### src/rtl/mem_arbiter_if.sv
`timescale 1ns/1ps
`default_nettype none
// ============================================================================
// Module      : mem_arbiter_if
// Description : Bundle of the I-cache, D-cache and main-memory signals that
//               meet at the memory arbiter. The master modport is the
//               arbiter's view; the slave modport is the caches/memory view.
// Revision    : 1.0  initial release
// ============================================================================
interface mem_arbiter_if #(
    parameter int ADDR_W = 32,
    parameter int LINE_W = 128
);
    // I-cache refill path
    logic              i_req;
    logic [ADDR_W-1:0] i_addr;
    logic [LINE_W-1:0] i_rdata;
    logic              i_ready;
    // D-cache refill / writeback path
    logic              d_req;
    logic              d_we;
    logic [ADDR_W-1:0] d_addr;
    logic [LINE_W-1:0] d_wdata;
    logic [LINE_W-1:0] d_rdata;
    logic              d_ready;
    // Main memory port
    logic              mem_req;
    logic              mem_we;
    logic [ADDR_W-1:0] mem_addr;
    logic [LINE_W-1:0] mem_wdata;
    logic [LINE_W-1:0] mem_rdata;
    logic              mem_ack;

    modport master (
        input  i_req, i_addr, d_req, d_we, d_addr, d_wdata, mem_rdata, mem_ack,
        output i_rdata, i_ready, d_rdata, d_ready, mem_req, mem_we, mem_addr, mem_wdata
    );

    modport slave (
        output i_req, i_addr, d_req, d_we, d_addr, d_wdata, mem_rdata, mem_ack,
        input  i_rdata, i_ready, d_rdata, d_ready, mem_req, mem_we, mem_addr, mem_wdata
    );
endinterface
`default_nettype wire

### src/rtl/mem_arbiter.sv
`timescale 1ns/1ps
`default_nettype none
// ============================================================================
// Module      : mem_arbiter
// Description : Shares the single main-memory line port between the I-cache
//               refill path and the D-cache refill/writeback path. One
//               requester is granted at a time; address, write flag and data
//               are registered for the whole transaction and completion is
//               signalled with a one-cycle ready pulse.
//               Optional macro ARB_ROUND_ROBIN_EN: alternate grants between
//               simultaneous requesters (default: D-cache has priority).
// Revision    : 1.0  initial release
// ============================================================================
module mem_arbiter #(
    parameter int ADDR_W = 32,
    parameter int LINE_W = 128
) (
    input  wire           clk,
    input  wire           rst_n,
    mem_arbiter_if.master bus
);
    typedef enum logic [2:0] {
        ST_IDLE   = 3'd0,
        ST_BUSY_I = 3'd1,
        ST_BUSY_D = 3'd2,
        ST_DONE_I = 3'd3,
        ST_DONE_D = 3'd4
    } state_t;

    state_t            r_state;
    state_t            w_state_next;
    logic              w_pick_d;
    logic              w_pick_i;
    logic [ADDR_W-1:0] r_addr;
    logic              r_we;
    logic [LINE_W-1:0] r_wdata;
    logic [LINE_W-1:0] r_i_rdata;
    logic [LINE_W-1:0] r_d_rdata;

`ifdef ARB_ROUND_ROBIN_EN
    // High when the D side won the most recent grant; starts on the I side
    logic r_last_grant_d;

    // Track the last winner so simultaneous requests alternate
    always_ff @(posedge clk or negedge rst_n) begin
        if (!rst_n) begin
            r_last_grant_d <= 1'b0;
        end else if (r_state == ST_IDLE && (w_pick_d || w_pick_i)) begin
            r_last_grant_d <= w_pick_d;
        end
    end

    // A lone requester always wins; on a tie the side not granted last wins
    assign w_pick_d = bus.d_req && (!bus.i_req || !r_last_grant_d);
`else
    // Fixed priority: the D side wins whenever it is requesting
    assign w_pick_d = bus.d_req;
`endif
    assign w_pick_i = bus.i_req && !w_pick_d;

    // State register; reset drops any in-flight transaction
    always_ff @(posedge clk or negedge rst_n) begin
        if (!rst_n) begin
            r_state <= ST_IDLE;
        end else begin
            r_state <= w_state_next;
        end
    end

    // Next-state logic: grant in IDLE, wait for ack in BUSY, one DONE cycle
    always_comb begin
        w_state_next = r_state;
        case (r_state)
            ST_IDLE: begin
                if (w_pick_d) begin
                    w_state_next = ST_BUSY_D;
                end else if (w_pick_i) begin
                    w_state_next = ST_BUSY_I;
                end
            end
            ST_BUSY_I: begin
                if (bus.mem_ack) begin
                    w_state_next = ST_DONE_I;
                end
            end
            ST_BUSY_D: begin
                if (bus.mem_ack) begin
                    w_state_next = ST_DONE_D;
                end
            end
            ST_DONE_I,
            ST_DONE_D: begin
                w_state_next = ST_IDLE;
            end
            default: begin
                w_state_next = ST_IDLE;
            end
        endcase
    end

    // Latch the granted request and capture read data on acknowledge
    always_ff @(posedge clk or negedge rst_n) begin
        if (!rst_n) begin
            r_addr    <= '0;
            r_we      <= 1'b0;
            r_wdata   <= '0;
            r_i_rdata <= '0;
            r_d_rdata <= '0;
        end else begin
            if (r_state == ST_IDLE) begin
                if (w_pick_d) begin
                    r_addr  <= bus.d_addr;
                    r_we    <= bus.d_we;
                    r_wdata <= bus.d_wdata;
                end else if (w_pick_i) begin
                    r_addr  <= bus.i_addr;
                    r_we    <= 1'b0;
                    r_wdata <= '0;
                end
            end
            if (r_state == ST_BUSY_I && bus.mem_ack) begin
                r_i_rdata <= bus.mem_rdata;
            end
            // A writeback leaves the D-side read data untouched
            if (r_state == ST_BUSY_D && bus.mem_ack && !r_we) begin
                r_d_rdata <= bus.mem_rdata;
            end
        end
    end

    // All outputs come from registers or state decode only
    assign bus.mem_req   = (r_state == ST_BUSY_I) || (r_state == ST_BUSY_D);
    assign bus.mem_we    = r_we;
    assign bus.mem_addr  = r_addr;
    assign bus.mem_wdata = r_wdata;
    assign bus.i_ready   = (r_state == ST_DONE_I);
    assign bus.d_ready   = (r_state == ST_DONE_D);
    assign bus.i_rdata   = r_i_rdata;
    assign bus.d_rdata   = r_d_rdata;

endmodule
`default_nettype wire

### src/flat_wrapper.sv
// flat-port wrapper written by rule: the top's interface ports become plain ports
module mem_arbiter_flat 
#(
    parameter int ADDR_W = 32,
    parameter int LINE_W = 128
)
  (clk, rst_n, bus_i_req, bus_i_addr, bus_d_req, bus_d_we, bus_d_addr, bus_d_wdata, bus_mem_rdata, bus_mem_ack, bus_i_rdata, bus_i_ready, bus_d_rdata, bus_d_ready, bus_mem_req, bus_mem_we, bus_mem_addr, bus_mem_wdata);
  mem_arbiter_if #(.ADDR_W(ADDR_W), .LINE_W(LINE_W)) bus_i ();
  input  wire clk;
  input  wire rst_n;
  input wire logic [$bits(bus_i.i_req)-1:0] bus_i_req;
  input wire logic [$bits(bus_i.i_addr)-1:0] bus_i_addr;
  input wire logic [$bits(bus_i.d_req)-1:0] bus_d_req;
  input wire logic [$bits(bus_i.d_we)-1:0] bus_d_we;
  input wire logic [$bits(bus_i.d_addr)-1:0] bus_d_addr;
  input wire logic [$bits(bus_i.d_wdata)-1:0] bus_d_wdata;
  input wire logic [$bits(bus_i.mem_rdata)-1:0] bus_mem_rdata;
  input wire logic [$bits(bus_i.mem_ack)-1:0] bus_mem_ack;
  output wire logic [$bits(bus_i.i_rdata)-1:0] bus_i_rdata;
  output wire logic [$bits(bus_i.i_ready)-1:0] bus_i_ready;
  output wire logic [$bits(bus_i.d_rdata)-1:0] bus_d_rdata;
  output wire logic [$bits(bus_i.d_ready)-1:0] bus_d_ready;
  output wire logic [$bits(bus_i.mem_req)-1:0] bus_mem_req;
  output wire logic [$bits(bus_i.mem_we)-1:0] bus_mem_we;
  output wire logic [$bits(bus_i.mem_addr)-1:0] bus_mem_addr;
  output wire logic [$bits(bus_i.mem_wdata)-1:0] bus_mem_wdata;
  assign bus_i.i_req = bus_i_req;
  assign bus_i.i_addr = bus_i_addr;
  assign bus_i.d_req = bus_d_req;
  assign bus_i.d_we = bus_d_we;
  assign bus_i.d_addr = bus_d_addr;
  assign bus_i.d_wdata = bus_d_wdata;
  assign bus_i.mem_rdata = bus_mem_rdata;
  assign bus_i.mem_ack = bus_mem_ack;
  assign bus_i_rdata = bus_i.i_rdata;
  assign bus_i_ready = bus_i.i_ready;
  assign bus_d_rdata = bus_i.d_rdata;
  assign bus_d_ready = bus_i.d_ready;
  assign bus_mem_req = bus_i.mem_req;
  assign bus_mem_we = bus_i.mem_we;
  assign bus_mem_addr = bus_i.mem_addr;
  assign bus_mem_wdata = bus_i.mem_wdata;
  mem_arbiter #(.ADDR_W(ADDR_W), .LINE_W(LINE_W)) u_core (.clk(clk), .rst_n(rst_n), .bus(bus_i));
endmodule
### config.mk
export PLATFORM = sky130hd
export DESIGN_NAME = mem_arbiter_flat
export DESIGN_NICKNAME = d
export VERILOG_FILES = /design/src/rtl/mem_arbiter_if.sv /design/src/rtl/mem_arbiter.sv /design/src/flat_wrapper.sv
export SDC_FILE = /design/constraint.sdc
export NUM_CORES = 1
export LEC_CHECK = 0
export BUFFER_PORTS_ARGS = -buffer_cell sky130_fd_sc_hd__buf_2
export CELL_PAD_IN_SITES_DETAIL_PLACEMENT = 0
export CELL_PAD_IN_SITES_GLOBAL_PLACEMENT = 1
export CORE_AREA = 2 2 286 288
export DETAILED_ROUTE_END_ITERATION = 7
export DIE_AREA = 0 0 288 290
export GPL_ROUTABILITY_DRIVEN = 0
export PLACE_DENSITY_LB_ADDON = 0.3
export SYNTH_ARGS = -nofsm -noshare
export SYNTH_HDL_FRONTEND = slang
export SYNTH_SLANG_ARGS = --single-unit
export TNS_END_PERCENT = 30
### constraint.sdc
create_clock -name clk -period 1.95 [get_ports clk]
set_input_delay 0.39 -clock clk [delete_from_list [all_inputs] [get_ports clk]]
set_output_delay 0.39 -clock clk [all_outputs]
set_load 0.005 [all_outputs]
==> metrics.log <==
INFO  metric outcome = completed
INFO  metric cts-htree-levels = 2
INFO  metric top_level_ports = 746
INFO  metric design.core.area = 0.0802 mm²
INFO  metric max_freq = 0.541 GHz
INFO  metric drt-total-wl = 50.4 mm
INFO  metric clk-insertion-delay-late = 0.57 ns
INFO  metric hold_path_class = in -> reg
INFO  metric setup.worst_path.class = reg -> out
INFO  metric critPathMaxFanout = 5
INFO  metric clock-skew-final = 0.0140 ns
INFO  metric hold-path-endpoint = u_core.bus.mem_wdata[111]
INFO  metric yosys_cell_types = 20
INFO  metric hold_violations = 0
INFO  metric postcts_setup_bufs = 0
INFO  metric slew_headroom = 56.0%
INFO  metric drv.max_cap_violation_count = 0
INFO  metric ys_seq_elements = 420
INFO  metric critical_path.reg2reg.startpoint = u_core.r_state[1]
INFO  metric fp.dieArea = 0.0835 mm²
INFO  metric postRouteAntennaNets = 0
INFO  metric avgSynthCellArea = 16.6 µm²
INFO  metric powerDensity = 1600 mW/mm²
INFO  metric vias_in_the_first_global_route = 12.4k
INFO  metric hold-path-cell-count = 2
INFO  metric chipHeight = 290 µm
INFO  metric synth_warnings = 0
INFO  metric clock_sinks = 420
INFO  metric synth_top_cell_by_area = dfrtp_1
INFO  metric reg2reg_path_depth = 5
INFO  metric tritoncts = built
INFO  metric timing.hold.ws = 0.0474 ns
INFO  metric critPathCaptureType = primary output
INFO  metric clockBufferDepth = 3
INFO  metric cp_launch_type = flop
INFO  metric worst_path_arrival = 1.46 ns
INFO  metric timing.critical_path.slowest_stage_cell = dfrtp_1
INFO  metric numPlacedInstances = 2,764
INFO  metric dominant_cells_by_area_after_synthesis = dfrtp_1 67%, mux2_2 14%, mux2_1 9.2%, a22o_1 7.2%, buf_2 0.95%
INFO  metric syn_to_final_growth = 47.0%
INFO  metric grt_util_all_layers = 11.7%
INFO  metric cts_buffers = 48
INFO  metric detailedRoute.firstIterationViolations = 275
INFO  metric overall_via_count_from_detail_route = 11.3k
INFO  metric worstPathRequired = 1.56 ns
INFO  metric clk_pin_slew_worst_paths = 0.06 ns
INFO  metric sequential_area_share_after_synthesis = 66.6%
INFO  metric max-vdd-ir-drop = 0.601 mV
INFO  metric clockRootBuffer = clkbuf_16
INFO  metric globalRouteOverflowTotal = 0
INFO  metric setup-tns-final = 0 ns
INFO  metric wire_length_of_the_first_global_routing_pass = 76.3 mm
INFO  metric core.rowCount = 104
INFO  metric final-instance-count-excl-fill = 2,889
INFO  metric fill_cells = 8,384
INFO  metric rsz0062_at_grt = no
INFO  metric most_common_cell_after_layout_fill_and_taps_aside = buf_2
INFO  metric average_via_count_per_standard_cell = 3.91
INFO  metric synth.top_cell.area_share = 66.6%
INFO  metric post_drt_wl_per_cell = 17.5 µm
INFO  metric share_of_layout_cells_above_drive_strength_1 = 59.8%
INFO  metric hold_path_startpoint = bus_d_wdata[111]
INFO  metric layout_common_cells = 744 x buf_2, 420 x dfrtp_1, 191 x mux2_2, 129 x mux2_1, 129 x a22o_1
INFO  metric post-route-drc-count = 0
INFO  metric multi_input_area = 0.00487 mm²
INFO  metric layout_min_cycle_time = 1.85 ns
INFO  metric antenna_found_initial = 5
INFO  metric cp_slowest_stage_delay = 0.40 ns
INFO  metric worst_r2r_endpoint = u_core.bus.mem_wdata[79]
INFO  metric grt_max_degree = 94
INFO  metric post_synth_instance_area = 0.0158 mm²
INFO  metric critical_path_cell_by_cell = buf_4 -> nor3b_1 -> buf_2
INFO  metric rrSetupSlack = 0.14 ns
INFO  metric post_synth_inst_count = 951
INFO  metric floorplan.die.width = 288 µm
INFO  metric floorplan.initialDensity = 19.7%
INFO  metric drt_pass1_iterations = 4
INFO  metric final_net_count = 2,115
INFO  metric tightestPinTransition = 0.659 ns
INFO  metric setup-violations-final = 0
INFO  metric leakage = 0.0115 µW
INFO  metric io_buffers = 745
INFO  metric sequential_cell_area = 0.0105 mm²
INFO  metric finalMaxSlewViolations = 0
INFO  metric synth.net_count = 1,277
INFO  metric dpl.hpwl = 38.7 mm
INFO  metric layout_worst_path_cycle_share = 94.7%
==> cells in the mapped netlist <==
cell / instances
mux2_2: 191
clkbuf_1: 6
nor3_2: 1
nor2_1: 3
and2_1: 1
nand2b_1: 3
buf_4: 15
a22o_1: 129
buf_2: 30
nor3b_1: 1
dfrtp_1: 420
a21oi_1: 2
a2111oi_0: 1
mux2_1: 129
buf_6: 12
nand2_1: 1
o21ai_2: 1
nor2b_1: 1
inv_1: 1
nor3_1: 3
==> registers in the layout, summed over array words and instances (netlist names) <==
register,cells
u_core.bus.mem_wdata,128
u_core.bus.d_rdata,128
u_core.bus.mem_we,1
u_core.r_state,3
u_core.bus.i_rdata,128
u_core.bus.mem_addr,32
==> how the worst max path moves through the flow <==
stage,start,end,slack (ns),cells past startpoint
floorplan,bus_d_req,u_core.bus.mem_addr[10],0.31,4
global placement,u_core.r_state[1],u_core.bus.mem_wdata[98],0.05,5
detailed placement,u_core.r_state[1],u_core.bus.mem_wdata[41],0.05,5
CTS,u_core.r_state[1],u_core.bus.mem_wdata[60],0.05,5
global route,u_core.r_state[1],bus_mem_req,0.009,3
finish,u_core.r_state[1],bus_d_ready,0.10,3
==> cells by family after synthesis <==
family | count (synthesis) | synth area share (%)
compound gates | 133 | 7.34
flops | 420 | 66.6
mux | 320 | 22.8
simple gates | 14 | 0.500
buf+inv | 64 | 2.69
==> cell type report <==
type / instances / area share (%)
flip-flops and latches: 420 / 45.3
inverters: 1 / 0.0162
well taps: 1060 / 5.72
repair buffers: 851 / 21.0
clock inverters: 21 / 0.966
multi-input cells: 467 / 21.0
diodes: 2 / 0.0216
clock buffers: 67 / 6.01
==> layer usage <==
layer | wire length [µm] | GRT usage [%]
met2 | 26300 | 21.4
met3 | 3690 | 3.05
met1 | 19100 | 13.2
met5 | 41 | 0
met4 | 1270 | 3.56
==> worst max-delay path: cells and delay by family (launching register included) <==
| kind | cells | cell delay (ns) |
|---|---|---|
| buffers and inverters | 2 | 0.33 |
| flip-flops | 1 | 0.40 |
| AND/OR/NAND/NOR | 1 | 0.17 |
==> report_power, final <==
group / internal (µW) / leakage (µW) / switching (µW)
Combinational: 7170 / 0.00556 / 5780
Clock: 5510 / 0.000798 / 3620
Sequential: 12900 / 0.00514 / 2150
==> stage by stage <==
stage | util (%) | setup WS, ns | power, µW | area [µm²]
3_3_place_gp | 26.5 | 0.0531 | 28200 | 21200
4_1_cts | 28.9 | 0.0514 | 37900 | 23200
5_1_grt | 28.9 | 0.00877 | 39600 | 23200
6_report | 28.9 | 0.103 | 37100 | 23200
3_5_place_dp | 26.5 | 0.0479 | 28400 | 21200
2_1_floorplan | - | 0.310 | 21100 | 15800
==> repair_timing <==
item                                   4_1_cts  5_1_grt
hold buffers                                35        0
resized for setup                            0        1
setup endpoints to repair                    0      111
endpoints found under the hold margin       66        0
Note: power is estimated with default switching activity, not from simulation.
